<file path="src/rtl/data_connect_pipe_chain.sv">
// data_connect_pipe_chain: cascade of DEPTH two-entry skid-buffer stages with registered ready,
// flush, global enable and an occupancy count.
module data_connect_pipe_chain #(
    parameter int DSIZE = 8,
    parameter int DEPTH = 2,
    parameter int CSIZE = $clog2(2*DEPTH+1)
) (
    input  logic             clock,
    input  logic             rst_n,
    input  logic             clk_en,
    input  logic             flush,
    input  logic             from_up_vld,
    input  logic [DSIZE-1:0] from_up_data,
    output logic             to_up_ready,
    input  logic             from_down_ready,
    output logic             to_down_vld,
    output logic [DSIZE-1:0] to_down_data,
    output logic [CSIZE-1:0] count
);
    typedef enum logic [1:0] {EMPTY, HALF, FULL} state_t;

    state_t           state_q [DEPTH];
    state_t           state_d [DEPTH];
    logic [DSIZE-1:0] main_q  [DEPTH];
    logic [DSIZE-1:0] main_d  [DEPTH];
    logic [DSIZE-1:0] skid_q  [DEPTH];
    logic [DSIZE-1:0] skid_d  [DEPTH];
    logic [DSIZE-1:0] dat_c   [DEPTH+1];
    logic [DEPTH-1:0] rdy_q, rdy_d;
    logic [DEPTH:0]   vld_c, rdy_c, fire;
    logic [CSIZE-1:0] count_q, count_d;

    // Link s is the boundary feeding stage s; link DEPTH is the chain output.
    always_comb begin
        vld_c[0] = from_up_vld;
        dat_c[0] = from_up_data;
        for (int s = 0; s < DEPTH; s++) begin
            vld_c[s+1] = state_q[s] != EMPTY;
            dat_c[s+1] = main_q[s];
            rdy_c[s]   = rdy_q[s];
        end
        rdy_c[DEPTH] = from_down_ready;
        for (int s = 0; s <= DEPTH; s++)
            fire[s] = clk_en && !flush && vld_c[s] && rdy_c[s];
        for (int s = 0; s < DEPTH; s++) begin
            state_d[s] = flush ? EMPTY :
                         state_q[s] == EMPTY ? (fire[s] ? HALF : EMPTY) :
                         state_q[s] == HALF  ? ((fire[s] && !fire[s+1]) ? FULL :
                                                (!fire[s] && fire[s+1]) ? EMPTY : HALF) :
                         (fire[s+1] ? HALF : FULL);
            main_d[s]  = (fire[s] && (state_q[s] == EMPTY || fire[s+1])) ? dat_c[s] :
                         (state_q[s] == FULL && fire[s+1]) ? skid_q[s] : main_q[s];
            skid_d[s]  = (state_q[s] == HALF && fire[s] && !fire[s+1]) ? dat_c[s] : skid_q[s];
            rdy_d[s]   = state_d[s] != FULL;
        end
        count_d = flush ? '0 : count_q + CSIZE'(fire[0]) - CSIZE'(fire[DEPTH]);
    end

    always_ff @(posedge clock or negedge rst_n) begin
        if (!rst_n) begin
            for (int s = 0; s < DEPTH; s++) begin
                state_q[s] <= EMPTY;
                main_q[s]  <= '0;
                skid_q[s]  <= '0;
            end
            rdy_q   <= '0;
            count_q <= '0;
        end else if (clk_en) begin
            for (int s = 0; s < DEPTH; s++) begin
                state_q[s] <= state_d[s];
                main_q[s]  <= main_d[s];
                skid_q[s]  <= skid_d[s];
            end
            rdy_q   <= rdy_d;
            count_q <= count_d;
        end
    end

    assign to_up_ready  = clk_en && rdy_q[0];
    assign to_down_vld  = clk_en && state_q[DEPTH-1] != EMPTY;
    assign to_down_data = main_q[DEPTH-1];
    assign count        = count_q;
endmodule

</file>
<file path="config.mk">
export PLATFORM = sky130hd
export DESIGN_NAME = data_connect_pipe_chain
export DESIGN_NICKNAME = d
export VERILOG_FILES = /design/src/rtl/data_connect_pipe_chain.sv
export SDC_FILE = /design/constraint.sdc
export NUM_CORES = 1
export LEC_CHECK = 0
export ABC_AREA = 1
export BUFFER_PORTS_ARGS = -buffer_cell sky130_fd_sc_hd__buf_2
export CORE_MARGIN = 2
export CORE_UTILIZATION = 35
export DETAILED_ROUTE_END_ITERATION = 16
export GPL_ROUTABILITY_DRIVEN = 1
export SLEW_MARGIN = 20
export SYNTH_ARGS = -nofsm -noshare
export SYNTH_HDL_FRONTEND = slang
export SYNTH_SLANG_ARGS = --single-unit
</file>
<file path="constraint.sdc">
create_clock -name clock -period 6.1 [get_ports clock]
set_clock_uncertainty 0.1 [all_clocks]
set_input_delay 0.61 -clock clock [delete_from_list [all_inputs] [get_ports clock]]
set_output_delay 0.61 -clock clock [all_outputs]
set_load 0.1 [all_outputs]
</file>
==> flow_summary.json <==
{
  "status": "finished, final reports clean",
  "drc_errors": 0,
  "slew_headroom": 0.3936,
  "htreeDepth": 2,
  "synth_seq_cells": 41,
  "worstSkewPairLatency_ns": 0.29,
  "path_buf_inv": 5,
  "netlist_area_um2": 2206,
  "clk_path_buf_depth": 2,
  "gp_congestion": 0.8229,
  "synthCells": 272,
  "postCtsSetupBuffers": 0,
  "fp-row-count": 28,
  "syn_area_per_cell_um2": 8.110,
  "drt-pass1-iter-count": 4,
  "wl_met3_um": 187,
  "max_freq_ghz": 0.3886,
  "cp_cell_sequence": "buf_2 -> inv_2 -> nand2_2 -> nor2_2 -> inv_1 -> ha_1 -> inv_1 -> ha_1 -> inv_1 -> fa_1 -> xor2_1 -> o21ai_0",
  "power.density_nw_per_um2": 489.2,
  "r2r_cells": 10,
  "antenna_found_initial": 0,
  "timing.final.crit_share": 0.4218,
  "die_w_um": 83.39,
  "synth_ff_type": "dfrtp_1",
  "critical_path_class": "primary input to flop",
  "io_buffer_count": 26,
  "die_y_um": 83.39,
  "vias": 1683,
  "hold_viol_final": 0,
  "synth.top_cell.area_share": 0.4651,
  "seq_area_um2": 1026,
  "path_max_fanout": 12,
  "hold_path_class": "primary input to async pin",
  "yosysTopAreaCell": "dfrtp_1",
  "synth_most_common_cell": "nand2_1",
  "end_kind": "flop",
  "setup_viol_count_final": 0,
  "ctsRootBufferMaster": "clkbuf_8",
  "ant_nets": 0,
  "initial_utilization": 0.3682,
  "cellLeakagePower_nw": 1.230,
  "grt_overflow": 0,
  "crit_slowest_cell": "nor2_2",
  "ios": 27,
  "wire_per_inst_um": 11.48,
  "min_period_ns": 2.573,
  "critPathLaunchType": "primary input",
  "die_area_um2": 6954,
  "grt_pass1_vias": 1559,
  "grt_pass1_wl_um": 7320,
  "total_power_mw": 1.180,
  "numClockSinks": 41,
  "crit_required_ns": 6.20,
  "holdWs_ns": 0.3458,
  "routed_wl_um": 4168,
  "peakVddDrop_mv": 0.3387,
  "syn-num-nets": 291,
  "synthArstFlopShare": 1.000,
  "coreArea_um2": 5991,
  "post-route-cell-area_um2": 2412,
  "yosys_warnings": 0,
  "top_layer": "met4",
  "crit_arrival_ns": 2.67,
  "hpwl_um": 3033,
  "nNetsFinal": 307,
  "cts_resized": 0,
  "maxCapViolCount": 0,
  "cts_made_buffers": 5,
  "critical-path-top-delay-family": "adder cells",
  "slew_viol_final": 0,
  "drive_gt1_frac": 0.1701,
  "multi_input_area_um2": 902.1,
  "postCtsHoldBufs": 0,
  "seq_area_frac_synth": 0.4651,
  "grt_max_degree": 42,
  "crit_path_max_incr_delay_ns": 0.38,
  "ys_types": 32,
  "clk_pin_slew_ns": 0.08,
  "met1_length_um": 2088,
  "nFillCells": 648,
  "antenna_cells": 0,
  "cts_tree": "done",
  "reg2reg_from": "rdy_q[0]",
  "worst_pin_slew_ns": 0.9096,
  "drt-initial-drc-count": 68,
  "yosys-top-cells-count": "nand2_1 (49), nand3_1 (43), dfrtp_1 (41)",
  "post_dp_cell_area_um2": 2308,
  "fin_tns_setup_ns": 0,
  "r2r-end": "count[2]",
  "area_growth_pct": 9.359,
  "wl_met2_um": 1817,
  "rsz0062_at_grt": "false",
  "synth_edf_count": 0,
  "grtUsageTotal": 0.1292,
  "synth.area.top_cells": "dfrtp_1 (47%), nand3_1 (9.8%), nand2_1 (8.3%)",
  "r2r_slack_ns": 3.70,
  "cp_common_cell": "inv_1",
  "viasPerCell": 4.636
}
power by group:
group	internal [mW]	total, mW	switching, mW	leakage [nW]
Clock	0.119	0.212	0.0930	0.0540
Sequential	0.385	0.442	0.0577	0.499
Combinational	0.114	0.526	0.412	0.677
Total	0.617	1.18	0.563	1.23
final cells by class:
| type | instances | share of cell area |
|---|---|---|
| Multi-Input combinational cell | 173 | 0.3740 |
| Inverter | 41 | 0.06483 |
| Tap cell | 75 | 0.03890 |
| Sequential cell | 41 | 0.4253 |
| Clock inverter | 2 | 0.01452 |
| Clock buffer | 5 | 0.02853 |
| Timing Repair Buffer | 26 | 0.05394 |
worst max path at each step:
stage / to / slack (ns) / startpoint / depth (start not counted)
after floorplan: to_down_vld / 3.30 / clk_en / 3
after global placement: count[2] / 3.32 / clk_en / 11
after detailed placement: count[2] / 3.20 / flush / 12
after CTS: count[2] / 3.50 / flush / 12
after global routing: count[2] / 3.29 / flush / 12
final: count[2] / 3.53 / flush / 12
registers in the layout, summed over array words and instances (netlist names):
signal	count
count	3
rdy_q	2
to_down_data	8
skid_q	16
dat_c	8
state_q	4
cell usage in the layout (no fill, tap or decap), drive strengths merged:
cell and n:
nor2 26, nor3b 1, buf 26, dfrtp 41, xor2 1, nand2 53, fa 1, o22ai 1
inv 41, or2 1, o21bai 1, nor3 1, o21ai 22, xnor2 1, nand3 46, nand4 3
clkinv 1, a22o 1, a21oi 10, ha 4, bufinv 1, clkbuf 5
cells by family after synthesis:
logic type,after synthesis,synth area share
and+or+nand+nor,131,0.2813
buffers and inverters,58,0.1259
DFF,41,0.4651
AOI/OAI and AO/OA,35,0.08792
adders and majority gates,5,0.03177
xor gates and xnor gates,2,0.007942
stage by stage:
stage / setup WS (ns) / std cells / util
global placement: 3.321 / 356 / 0.3853
CTS: 3.495 / 363 / 0.4027
floorplan: 3.305 / 272 / -
finish: 3.527 / 363 / 0.4027
global route: 3.293 / 363 / 0.4027
detailed placement: 3.204 / 356 / 0.3853
metal layers:
metal	GRT usage	up-vias
li1	-	897
met1	0.1858	743
met2	0.1862	36
met3	0.03280	7
met4	0.04918	0
met5	0	-
Note: power is estimated with default switching activity, not from simulation.
